**config.mk**
```make
export PLATFORM = sky130hd
export DESIGN_NAME = projector_stream
export DESIGN_NICKNAME = d
export VERILOG_FILES = /design/src/rtl/projector_pkg.sv /design/src/rtl/projector_fifo.sv /design/src/rtl/transform_position.sv /design/src/rtl/projector_stream.sv
export SDC_FILE = /design/constraint.sdc
export NUM_CORES = 1
export LEC_CHECK = 0
export CAP_MARGIN = 20
export CORE_ASPECT_RATIO = 0.5
export CORE_MARGIN = 2
export CORE_UTILIZATION = 35
export CTS_BUF_LIST = sky130_fd_sc_hd__clkbuf_8
export DETAILED_ROUTE_END_ITERATION = 6
export MAX_ROUTING_LAYER = met4
export PLACE_DENSITY = 0.57
export SKIP_LAST_GASP = 1
export SYNTH_ARGS = -nofsm -noshare
export SYNTH_HDL_FRONTEND = slang
export SYNTH_HIERARCHICAL = 1
export SYNTH_SLANG_ARGS = --single-unit
```
**constraint.sdc**
```tcl
create_clock -name clk_in -period 10.75 [get_ports clk_in]
set_input_delay 1.075 -clock clk_in [delete_from_list [all_inputs] [get_ports clk_in]]
set_output_delay 1.075 -clock clk_in [all_outputs]
set_load 0.01 [all_outputs]
```
**src/rtl/projector_pkg.sv**
```systemverilog
// rtl/projector_pkg.sv - shared types, half-float constants and comparators for projector_stream
package projector_pkg;

    typedef enum logic [1:0] {
        IDLE  = 2'd0,
        WAIT  = 2'd1,
        CHECK = 2'd2,
        HOLD  = 2'd3
    } state_t;

    // World-space position as it travels through the input FIFO and into the transform.
    typedef struct packed {
        logic [15:0] x;
        logic [15:0] y;
        logic [15:0] z;
    } position_t;

    localparam int TRANSFORM_LATENCY = 4;

    localparam logic [15:0] F16_RADIUS_5    = 16'h4500;
    localparam logic [15:0] F16_NEAR_1      = 16'h3C00;
    localparam logic [15:0] F16_FAR_200     = 16'h5A40;
    localparam logic [15:0] F16_NEG_10      = 16'hC900;
    localparam logic [15:0] F16_X_MAX_360   = 16'h5DA0;
    localparam logic [15:0] F16_Y_MAX_200   = 16'h5A40;

    // Sign-magnitude less-than; +0 and -0 compare equal. NaN/Inf never reach here.
    function automatic logic f16_lt(input logic [15:0] a, input logic [15:0] b);
        logic a_zero;
        logic b_zero;
        logic lt;
        a_zero = (a[14:0] == 15'd0);
        b_zero = (b[14:0] == 15'd0);
        if (a_zero && b_zero) begin
            lt = 1'b0;
        end else if (a[15] != b[15]) begin
            lt = a[15];
        end else if (!a[15]) begin
            lt = (a[14:0] < b[14:0]);
        end else begin
            lt = (a[14:0] > b[14:0]);
        end
        return lt;
    endfunction

    function automatic logic f16_gt(input logic [15:0] a, input logic [15:0] b);
        return f16_lt(b, a);
    endfunction

endpackage

```
**src/rtl/projector_fifo.sv**
```systemverilog
// rtl/projector_fifo.sv - synchronous FIFO with full/empty flags, no push bypass
module projector_fifo #(
    parameter int WIDTH = 58,
    parameter int DEPTH = 8
) (
    input  logic             clk,
    input  logic             rst_n,
    input  logic             push,
    input  logic [WIDTH-1:0] push_data,
    input  logic             pop,
    output logic [WIDTH-1:0] pop_data,
    output logic             full,
    output logic             empty
);

    localparam int AW = $clog2(DEPTH);

    logic [WIDTH-1:0] mem [DEPTH];
    logic [AW:0]      wr_ptr;
    logic [AW:0]      rd_ptr;
    logic             do_push;
    logic             do_pop;

    // Extra pointer bit distinguishes full from empty when the index bits match.
    assign empty    = (wr_ptr == rd_ptr);
    assign full     = (wr_ptr[AW] != rd_ptr[AW]) && (wr_ptr[AW-1:0] == rd_ptr[AW-1:0]);
    assign do_push  = push && !full;
    assign do_pop   = pop && !empty;
    assign pop_data = mem[rd_ptr[AW-1:0]];

    // Pointer update; reset empties the queue.
    always_ff @(posedge clk or negedge rst_n) begin
        if (!rst_n) begin
            wr_ptr <= '0;
            rd_ptr <= '0;
        end else begin
            if (do_push) wr_ptr <= wr_ptr + (AW+1)'(1);
            if (do_pop)  rd_ptr <= rd_ptr + (AW+1)'(1);
        end
    end

    // Storage write; contents need no reset since the pointers gate visibility.
    always_ff @(posedge clk) begin
        if (do_push) mem[wr_ptr[AW-1:0]] <= push_data;
    end

endmodule

```
**src/rtl/transform_position.sv**
```systemverilog
// rtl/transform_position.sv - fixed-latency world-to-screen transform unit
module transform_position
    import projector_pkg::*;
#(
    parameter int LATENCY = TRANSFORM_LATENCY
) (
    input  logic        clk,
    input  logic        rst_n,
    input  logic        start,
    input  position_t   pos,
    output logic        done,
    output logic [15:0] f_screen_x,
    output logic [15:0] f_screen_y,
    output logic [15:0] f_depth
);

    position_t          pipe [LATENCY];
    logic [LATENCY-1:0] busy;

    // Camera sits at the origin with unit scale, so screen x/y and depth map straight from x/y/z.
    assign done       = busy[LATENCY-1];
    assign f_screen_x = pipe[LATENCY-1].x;
    assign f_screen_y = pipe[LATENCY-1].y;
    assign f_depth    = pipe[LATENCY-1].z;

    // Valid token ripples alongside the data; reset drops anything in flight.
    always_ff @(posedge clk or negedge rst_n) begin
        if (!rst_n) busy <= '0;
        else        busy <= {busy[LATENCY-2:0], start};
    end

    // Operand capture on start and data pipeline.
    always_ff @(posedge clk) begin
        pipe[0] <= pos;
        for (int i = 1; i < LATENCY; i++) pipe[i] <= pipe[i-1];
    end

endmodule

```
**src/rtl/projector_stream.sv**
```systemverilog
// rtl/projector_stream.sv - buffered particle projector with optional culling (PROJECTOR_CULL_EN)
module projector_stream
    import projector_pkg::*;
#(
    parameter int          FIFO_DEPTH    = 8,
    parameter int          TAG_W         = 10,
    parameter logic [15:0] SPHERE_RADIUS = F16_RADIUS_5,
    parameter logic [15:0] NEAR_F        = F16_NEAR_1,
    parameter logic [15:0] FAR_F         = F16_FAR_200,
    parameter logic [15:0] X_MIN_F       = F16_NEG_10,
    parameter logic [15:0] X_MAX_F       = F16_X_MAX_360,
    parameter logic [15:0] Y_MIN_F       = F16_NEG_10,
    parameter logic [15:0] Y_MAX_F       = F16_Y_MAX_200
) (
    input  logic             clk_in,
    input  logic             rst_n_in,
    input  logic [15:0]      f_x_in,
    input  logic [15:0]      f_y_in,
    input  logic [15:0]      f_z_in,
    input  logic [TAG_W-1:0] tag_in,
    input  logic             data_valid_in,
    output logic             ready_out,
    output logic [15:0]      f_center_x_pos,
    output logic [15:0]      f_center_y_pos,
    output logic [15:0]      f_center_depth,
    output logic [15:0]      f_radius,
    output logic [TAG_W-1:0] tag_out,
    output logic             data_valid_out,
    input  logic             rasterizer_ready,
    output logic [31:0]      proj_count,
    output logic [31:0]      cull_count
);

    localparam int FIFO_W = $bits(position_t) + TAG_W;

    state_t            state;
    state_t            state_next;
    logic              fifo_full;
    logic              fifo_empty;
    logic              fifo_pop;
    logic [FIFO_W-1:0] fifo_head;
    position_t         head_pos;
    logic [TAG_W-1:0]  head_tag;
    logic              start;
    logic              done;
    logic [15:0]       tr_x;
    logic [15:0]       tr_y;
    logic [15:0]       tr_depth;
    logic [TAG_W-1:0]  tag_q;
    logic [15:0]       res_x;
    logic [15:0]       res_y;
    logic [15:0]       res_depth;
    logic              capture_res;
    logic              load_out;
    logic              count_proj;
    logic              count_cull;
    logic              cull;

    assign ready_out             = !fifo_full;
    assign {head_pos, head_tag}  = fifo_head;
    assign data_valid_out        = (state == HOLD);

    projector_fifo #(
        .WIDTH (FIFO_W),
        .DEPTH (FIFO_DEPTH)
    ) u_fifo (
        .clk       (clk_in),
        .rst_n     (rst_n_in),
        .push      (data_valid_in && ready_out),
        .push_data ({f_x_in, f_y_in, f_z_in, tag_in}),
        .pop       (fifo_pop),
        .pop_data  (fifo_head),
        .full      (fifo_full),
        .empty     (fifo_empty)
    );

    // The transform's input stage doubles as the operand register, so the FIFO head feeds it directly.
    transform_position u_transform (
        .clk        (clk_in),
        .rst_n      (rst_n_in),
        .start      (start),
        .pos        (head_pos),
        .done       (done),
        .f_screen_x (tr_x),
        .f_screen_y (tr_y),
        .f_depth    (tr_depth)
    );

`ifdef PROJECTOR_CULL_EN
    assign cull = f16_lt(res_depth, NEAR_F)  || f16_gt(res_depth, FAR_F)  ||
                  f16_lt(res_x,     X_MIN_F) || f16_gt(res_x,     X_MAX_F) ||
                  f16_lt(res_y,     Y_MIN_F) || f16_gt(res_y,     Y_MAX_F);

    // Culled-particle counter.
    always_ff @(posedge clk_in or negedge rst_n_in) begin
        if (!rst_n_in)       cull_count <= '0;
        else if (count_cull) cull_count <= cull_count + 32'd1;
    end
`else
    logic unused_cull_cfg;
    assign cull            = 1'b0;
    assign cull_count      = '0;
    assign unused_cull_cfg = ^{count_cull, NEAR_F, FAR_F, X_MIN_F, X_MAX_F, Y_MIN_F, Y_MAX_F};
`endif

    // FSM state register.
    always_ff @(posedge clk_in or negedge rst_n_in) begin
        if (!rst_n_in) state <= IDLE;
        else           state <= state_next;
    end

    // FSM next-state logic.
    always_comb begin
        state_next = state;
        case (state)
            IDLE:  if (!fifo_empty)      state_next = WAIT;
            WAIT:  if (done)             state_next = CHECK;
            CHECK: state_next = cull ? IDLE : HOLD;
            HOLD:  if (rasterizer_ready) state_next = IDLE;
            default: state_next = IDLE;
        endcase
    end

    // FSM outputs: pop/start strobes, capture and load enables, counter increments.
    always_comb begin
        fifo_pop    = 1'b0;
        start       = 1'b0;
        capture_res = 1'b0;
        load_out    = 1'b0;
        count_proj  = 1'b0;
        count_cull  = 1'b0;
        case (state)
            IDLE: begin
                fifo_pop = !fifo_empty;
                start    = !fifo_empty;
            end
            WAIT:  capture_res = done;
            CHECK: begin
                count_cull = cull;
                load_out   = !cull;
            end
            HOLD:  count_proj = rasterizer_ready;
            default: ;
        endcase
    end

    // Datapath: tag at pop, result on done, output registers only on entry to HOLD.
    always_ff @(posedge clk_in or negedge rst_n_in) begin
        if (!rst_n_in) begin
            tag_q          <= '0;
            res_x          <= '0;
            res_y          <= '0;
            res_depth      <= '0;
            f_center_x_pos <= '0;
            f_center_y_pos <= '0;
            f_center_depth <= '0;
            f_radius       <= '0;
            tag_out        <= '0;
        end else begin
            if (fifo_pop) tag_q <= head_tag;
            if (capture_res) begin
                res_x     <= tr_x;
                res_y     <= tr_y;
                res_depth <= tr_depth;
            end
            if (load_out) begin
                f_center_x_pos <= res_x;
                f_center_y_pos <= res_y;
                f_center_depth <= res_depth;
                f_radius       <= SPHERE_RADIUS;
                tag_out        <= tag_q;
            end
        end
    end

    // Emitted-particle counter, stepped on each output handshake.
    always_ff @(posedge clk_in or negedge rst_n_in) begin
        if (!rst_n_in)       proj_count <= '0;
        else if (count_proj) proj_count <= proj_count + 32'd1;
    end

endmodule

```
* Word level (Yosys, flattened, before mapping) *
Memory sizes are Yosys's and may differ from the RTL's. A register that Yosys moved wholly into a read port is not among the register bits.
Cells that the tools add are included.

operators by class
  eq/ne operators = 9
  multiplexer cells = 10
  $lt $le $gt $ge = 0
  divide/modulo/power cells = 0
  bitwise operators = 0
  reductions and logical operators = 9
  add/sub/neg operators = 3
  multipliers = 0
  shifts and indexed selects = 0

operators with widths
  cell                     count
  $add A32 B1 Y32 const B  1
  $add A4 B1 Y4 const B    2
  $pmux W2 S4              1
  $mux W1                  6
  $mux W2                  3
  $eq A2 B2 Y1 const B     2
  $eq A4 B4 Y1             1
  $logic_and A1 B1 Y1      4
  $ne A2 B1 Y1 const B     2
  $eq A3 B3 Y1             1
  $logic_not A1 Y1         3
  $reduce_and A3 Y1        1
  $eq A2 B1 Y1 const B     1
  $logic_not A2 Y1         1
  $ne A2 B2 Y1 const B     1
  $ne A1 B1 Y1             1

storage, ports and cells
  logic and storage cells = 44
  memories = 2
  output and inout port bits = 140
  memory bits (writable) = 656
  bits in registers = 115
  latch bits = 0
  input port bits = 62
  memory bits (read-only) = 0

memory list
  memory            words  width  rd ports  clocked after memory_dff  wr ports  RTL line                  source
  u_fifo.mem        8      58     1         0                         1         projector_fifo.sv:18      logic [WIDTH-1:0] mem [DEPTH];
  u_transform.pipe  4      48     4         1                         4         transform_position.sv:17  position_t pipe [LATENCY];

* Logic depth before layout (Yosys ltp) *
  depth in word-level cells = 7
  gate-level depth with buffers = 9
  mapped depth without buffers = 7

* Modules after synthesis *
Netlist, hierarchy kept.

modules (own cells, without submodules)
  module              instances  area an instance (µm²)  sequential area each (µm²)  cells an instance
  projector_fifo      1          17,946.0                14,133.6                    725
  projector_stream    1          6,278.5                 3,778.6                     438
  transform_position  1          3,943.8                 3,943.8                     196

* Worst setup path before layout *
OpenSTA, ideal clock, no wires.

  path kind = register -> register
  from = register u_fifo.wr_ptr[2]
  to = memory u_fifo.mem[4][0], enable pin
  cell stages (with the launch flop) = 7
  data required time = 10.112 ns
  clock period less this slack = 8.214 ns
  data arrival time = 7.577 ns
  slack = 2.536 ns
  buffers on the path = 1
  cells stage by stage = dfrtp_1 -> buf_2 -> xor2_1 -> nor4_2 -> nor2b_1 -> o41ai_2 -> nor4b_1

on the way
  cells in the longest elaborated chain, start to end = 7

ends and longest elaborated chain
  item                               RTL line                                      source
  start: declaration                 projector_fifo.sv:19                          logic [AW:0] wr_ptr;
  start signal: assignment           projector_fifo.sv:37                          if (do_push) wr_ptr <= wr_ptr + (AW+1)'(1);
  $eq A3 B3 Y1 (*)                   projector_fifo.sv:26                          assign full = (wr_ptr[AW] != rd_ptr[AW]) && (wr_ptr[AW-1:0] == rd_ptr[AW-1:0]);
  $logic_and A1 B1 Y1 (*)            projector_fifo.sv:26
  net fifo_full                      projector_stream.sv:38                        logic fifo_full;
  $logic_not A1 Y1 (*)               projector_fifo.sv:27, projector_stream.sv:59
  $logic_and A1 B1 Y1                projector_stream.sv:69                        .push (data_valid_in && ready_out),
  $logic_and A1 B1 Y1 (*)            projector_fifo.sv:27                          assign do_push = push && !full;
  $mux W1 (*)                        projector_fifo.sv:44                          if (do_push) mem[wr_ptr[AW-1:0]] <= push_data;
  $mux W1 (not written as such) (*)  projector_fifo.sv:44
  end: declaration                   projector_fifo.sv:18

Mark *: on every way through the listed nets, which the timed path passes. The rest lies on a longest branch.

* Worst setup path after layout *
  from = register u_fifo.rd_ptr[1]
  to = output ready_out

on the way
  cells in the longest elaborated chain, start to end = 3

ends and longest elaborated chain
  item                      RTL line                source
  start: declaration        projector_fifo.sv:20    logic [AW:0] rd_ptr;
  start signal: assignment  projector_fifo.sv:38    if (do_pop) rd_ptr <= rd_ptr + (AW+1)'(1);
  $eq A3 B3 Y1              projector_fifo.sv:26
  $logic_and A1 B1 Y1       projector_fifo.sv:26
  net fifo_full             projector_stream.sv:38
  $logic_not A1 Y1          projector_stream.sv:59  assign ready_out = !fifo_full;
  end: declaration          projector_stream.sv:22  output logic ready_out,

The timed path passes the listed nets, and every way through them passes these cells.

==> report_table.html <==
<table>
<tr><th>Metric</th><th>Value</th></tr>
<tr><th colspan="2">GRT</th></tr>
<tr><td>Number of global-route vias before repair</td><td>13.2k</td></tr>
<tr><td>Overflow left after global routing</td><td>0</td></tr>
<tr><td>Antenna violations before repair</td><td>1</td></tr>
<tr><td>Global-route wire length before repair</td><td>78,800 µm</td></tr>
<tr><td>Largest net degree at the start of global routing</td><td>100</td></tr>
<tr><td>Total Routing Usage GR</td><td>13.0%</td></tr>
<tr><th colspan="2">Final layout</th></tr>
<tr><td>Commonest non-fill, non-tap cell in the layout</td><td>sky130_fd_sc_hd__edfxtp_1</td></tr>
<tr><td>Area growth from synthesis to layout</td><td>18.6%</td></tr>
<tr><td>Share of final-layout standard cells stronger than drive strength 1</td><td>29.9%</td></tr>
<tr><td>Highest-count cells in the layout ignoring fill and taps</td><td>464 x sky130_fd_sc_hd__edfxtp_1, 192 x sky130_fd_sc_hd__dfxtp_1, 176 x sky130_fd_sc_hd__mux2_2</td></tr>
<tr><td>Final Cell Area</td><td>33,400 µm²</td></tr>
<tr><td>Post-layout nets</td><td>1,670</td></tr>
<tr><th colspan="2">Logic synthesis</th></tr>
<tr><td>Seq cells post-synth</td><td>819</td></tr>
<tr><td>Warnings, synthesis</td><td>6</td></tr>
<tr><td>Post-Synthesis Mean Instance Area</td><td>20.7 µm²</td></tr>
<tr><td>EDFF count, synth</td><td>464</td></tr>
<tr><td>Share of synthesized flip-flops with an asynchronous set or reset</td><td>19.9%</td></tr>
<tr><td>Gate count of the mapped netlist</td><td>1,359</td></tr>
<tr><td>Share of the yosys chip area belonging to registers</td><td>77.6%</td></tr>
<tr><td>Unique masters post-synth</td><td>47</td></tr>
<tr><td>Main synth FF type</td><td>sky130_fd_sc_hd__edfxtp_1</td></tr>
<tr><td>Netlist Area Pre-Place</td><td>28,200 µm²</td></tr>
<tr><th colspan="2">STA</th></tr>
<tr><td>Final critical path time including I/O delays and setup</td><td>4.50 ns</td></tr>
<tr><td>Summed negative setup slack over all endpoints</td><td>0 ns</td></tr>
<tr><td>Final period util</td><td>41.9%</td></tr>
<tr><td>Final hold violations</td><td>0</td></tr>
<tr><td>Minimum hold slack</td><td>0.309 ns</td></tr>
<tr><td>Worst Slack Setup Final</td><td>6.25 ns</td></tr>
<tr><td>Setup violators final</td><td>0</td></tr>
<tr><td>Number of pins exceeding their max-slew limit in the final report</td><td>0</td></tr>
<tr><td>Fmax achieved</td><td>222 MHz</td></tr>
<tr><td>Setup repair after global routing missed its margin</td><td>no</td></tr>
<tr><td>Final Skew</td><td>0.0274 ns</td></tr>
<tr><td>Worst-margin pin slew</td><td>1.09 ns</td></tr>
<tr><td>Rel. slew slack</td><td>27.1%</td></tr>
<tr><th colspan="2">Placement</th></tr>
<tr><td>Port Buf Inserts</td><td>156</td></tr>
<tr><td>Pre-CTS WS</td><td>6.54 ns</td></tr>
<tr><td>Placed Instance Area</td><td>30,900 µm²</td></tr>
<tr><td>Dpl hpwl</td><td>27,300 µm</td></tr>
<tr><td>Weighted congestion reported at the end of routability-driven placement</td><td>0.702</td></tr>
<tr><th colspan="2">Routing</th></tr>
<tr><td>First-pass detailed-route iteration total</td><td>5</td></tr>
<tr><td>Routed metal-1 wirelength</td><td>22,600 µm</td></tr>
<tr><td>Residual DRC</td><td>0</td></tr>
<tr><td>Routed wl met3</td><td>2230 µm</td></tr>
<tr><td>Average vias per placed instance</td><td>4.47</td></tr>
<tr><td>Mean routed wirelength per cell</td><td>18.4 µm</td></tr>
<tr><td>Routed wire length on met2</td><td>25,500 µm</td></tr>
<tr><td>Max layer used</td><td>met4</td></tr>
<tr><td>Total number of vias</td><td>12.5k</td></tr>
<tr><td>Post-DRT Antenna Nets</td><td>0</td></tr>
<tr><td>Wire length after detailed routing</td><td>51,400 µm</td></tr>
<tr><td>Initial detailed-routing violation count</td><td>861</td></tr>
<tr><th colspan="2">Die</th></tr>
<tr><td>Die Y-Extent</td><td>205 µm</td></tr>
<tr><td>Die width</td><td>405 µm</td></tr>
<tr><td>Total Die Area</td><td>82,900 µm²</td></tr>
<tr><td>Top-level port count</td><td>202</td></tr>
<tr><td>Placement row count</td><td>73</td></tr>
<tr><td>Initial core utilization</td><td>35.4%</td></tr>
<tr><td>Placeable Area</td><td>79,600 µm²</td></tr>
<tr><th colspan="2">Pwr</th></tr>
<tr><td>Leakage power</td><td>12.2 nW</td></tr>
<tr><td>Power Total</td><td>6.72 mW</td></tr>
<tr><td>IR Drop Worst-Case VDD</td><td>0.0887 mV</td></tr>
<tr><td>Power density over the cells</td><td>201 nW/µm²</td></tr>
<tr><th colspan="2">Clock network</th></tr>
<tr><td>TritonCTS Buffers</td><td>116</td></tr>
<tr><td>Post-CTS repair timing setup buffer count</td><td>0</td></tr>
<tr><td>Root buffer cell</td><td>sky130_fd_sc_hd__clkbuf_8</td></tr>
<tr><td>Number of sinks on the clock net</td><td>819</td></tr>
<tr><td>Latest clock arrival within the worst-skew pair</td><td>0.74 ns</td></tr>
<tr><td>Post-CTS sizing</td><td>0</td></tr>
<tr><td>CTS hold repair buffers</td><td>0</td></tr>
<tr><td>Maximum clock insertion buffer count</td><td>3</td></tr>
<tr><td>Clock tree from TritonCTS</td><td>done</td></tr>
<tr><td>H-Tree Depth</td><td>3</td></tr>
<tr><td>Worst-path clk slew</td><td>0.06 ns</td></tr>
<tr><th colspan="2">Worst setup path</th></tr>
<tr><td>Critical Path, Cell by Cell</td><td>xor2_2 -&gt; nor4_2 -&gt; buf_4 -&gt; inv_1 -&gt; clkdlybuf4s50_1</td></tr>
<tr><td>Combined buffer and inverter count along the critical path</td><td>3</td></tr>
<tr><td>Launching point of the worst reg2reg path</td><td>u_fifo/rd_ptr[1]</td></tr>
<tr><td>Critical path depth in cells</td><td>5</td></tr>
<tr><td>CP endpoint kind</td><td>output port</td></tr>
<tr><td>Delay-heaviest family, CP</td><td>flip-flops</td></tr>
<tr><td>Cell with the largest stage delay on the worst path</td><td>sky130_fd_sc_hd__dfrtp_4</td></tr>
<tr><td>Worst R2R Path Depth</td><td>7</td></tr>
<tr><td>Peak fanout along the critical path</td><td>69</td></tr>
<tr><td>Worst setup path startpoint</td><td>u_fifo/rd_ptr[1]</td></tr>
<tr><td>Kind of critical path</td><td>flop to output port</td></tr>
<tr><td>Nature of the critical path startpoint</td><td>flop</td></tr>
<tr><td>Longest individual stage delay on the worst path</td><td>1.10 ns</td></tr>
<tr><td>R2r setup slk</td><td>6.58 ns</td></tr>
<tr><td>WP data required</td><td>9.68 ns</td></tr>
<tr><td>Critical register-to-register path endpoint</td><td>u_fifo/mem[7][37]</td></tr>
<tr><td>Endpoint of the worst setup timing path</td><td>ready_out</td></tr>
<tr><td>Data arrival time of the critical path</td><td>3.43 ns</td></tr>
<tr><th colspan="2">Outcome</th></tr>
<tr><td>Outcome</td><td>complete, no violations</td></tr>
<tr><th colspan="2">Run</th></tr>
<tr><td>Max Cap Viol</td><td>0</td></tr>
<tr><th colspan="2">Min path</th></tr>
<tr><td>Tightest Hold Check Type</td><td>flop to flop</td></tr>
</table>
power by group:
part	switching (mW)	internal, mW
clock	1.18	1.33
sequential	0.0854	3.69
combinational	0.293	0.136
total	1.55	5.16
logic make-up (layout without fill, tap and decap cells):
logic type	count (synthesis)	count (layout)	synth area share, %
other cells	1	46	0.0133
flops	819	819	77.6
compound gates	10	10	0.342
buf+inv	104	404	2.19
fa+ha+maj	8	8	0.355
xor+xnor	40	40	1.30
mux	294	294	16.4
simple gates	83	83	1.83
metrics by stage:
stage,utilization (%),std cells
finish,42.0,2791
global route,42.0,2791
CTS,41.9,2787
global placement,38.8,2565
detailed placement,38.8,2566
floorplan,-,1403
layout make-up:
| class | count | area [µm²] |
|---|---|---|
| fill | 7001 | 46200 |
| multi-input combinational | 480 | 5910 |
| antenna | 1 | 2.50 |
| clock inverter | 78 | 505 |
| tap | 1087 | 1360 |
| sequential | 819 | 21900 |
| timing repair buffer | 176 | 1760 |
| clock buffer | 143 | 1970 |
| inverter | 7 | 26.3 |
sequential cells by signal, indices dropped and copies added, names as in the netlist:
| signal | cells |
|---|---|
| u_fifo/rd_ptr | 4 |
| f_center_y_pos | 16 |
| state | 2 |
| u_fifo/wr_ptr | 4 |
| res_y | 16 |
| proj_count | 32 |
| f_radius | 1 |
| u_transform/busy | 4 |
| res_depth | 16 |
| u_transform/pipe | 192 |
| u_fifo/mem | 464 |
| f_center_x_pos | 16 |
| tag_q | 10 |
| tag_out | 10 |
| res_x | 16 |
| f_center_depth | 16 |
cells in the mapped netlist (all sizes together) (7+ instances only):
library cell  instances  share of area, %
dfrtp               163                14
xnor2                30              0.93
mux2                178               7.1
dfxtp               192                14
nand3                12              0.21
clkbuf               23              0.31
xor2                 10              0.36
buf                  74               1.8
edfxtp              464                49
mux4                116               9.3
inv                   7             0.093
nand2                17              0.23
nand4                13              0.34
nor2                  8              0.11
ha                    8              0.36
per-layer routing:
layer,track usage (%),vias up
li1,-,5664
met1,16.2,6486
met2,20.9,235
met3,2.95,79
met4,4.44,0
met5,-,-
worst reg2reg max path: cells and delay by family (launching register included):
family | cells | cell delay, ns
simple gates | 4 | 1.24
flops | 1 | 1.10
buf+inv | 2 | 0.98
xor+xnor | 1 | 0.45
worst min-delay path by stage:
stage / end / startpoint / cells after the start / slack (ns)
after global routing: u_transform/pipe[1][10] / u_transform/pipe[0][10] / 0 / 0.30
after CTS: u_transform/pipe[3][10] / u_transform/pipe[2][10] / 0 / 0.31
final: u_transform/pipe[3][10] / u_transform/pipe[2][10] / 0 / 0.31
after global placement: u_transform/pipe[1][44] / u_transform/pipe[0][44] / 0 / 0.31
after detailed placement: u_transform/pipe[2][17] / u_transform/pipe[1][17] / 0 / 0.31
after floorplan: u_transform/pipe[1][0] / u_transform/pipe[0][0] / 0 / 0.31
(Power assumes the default switching activity.)
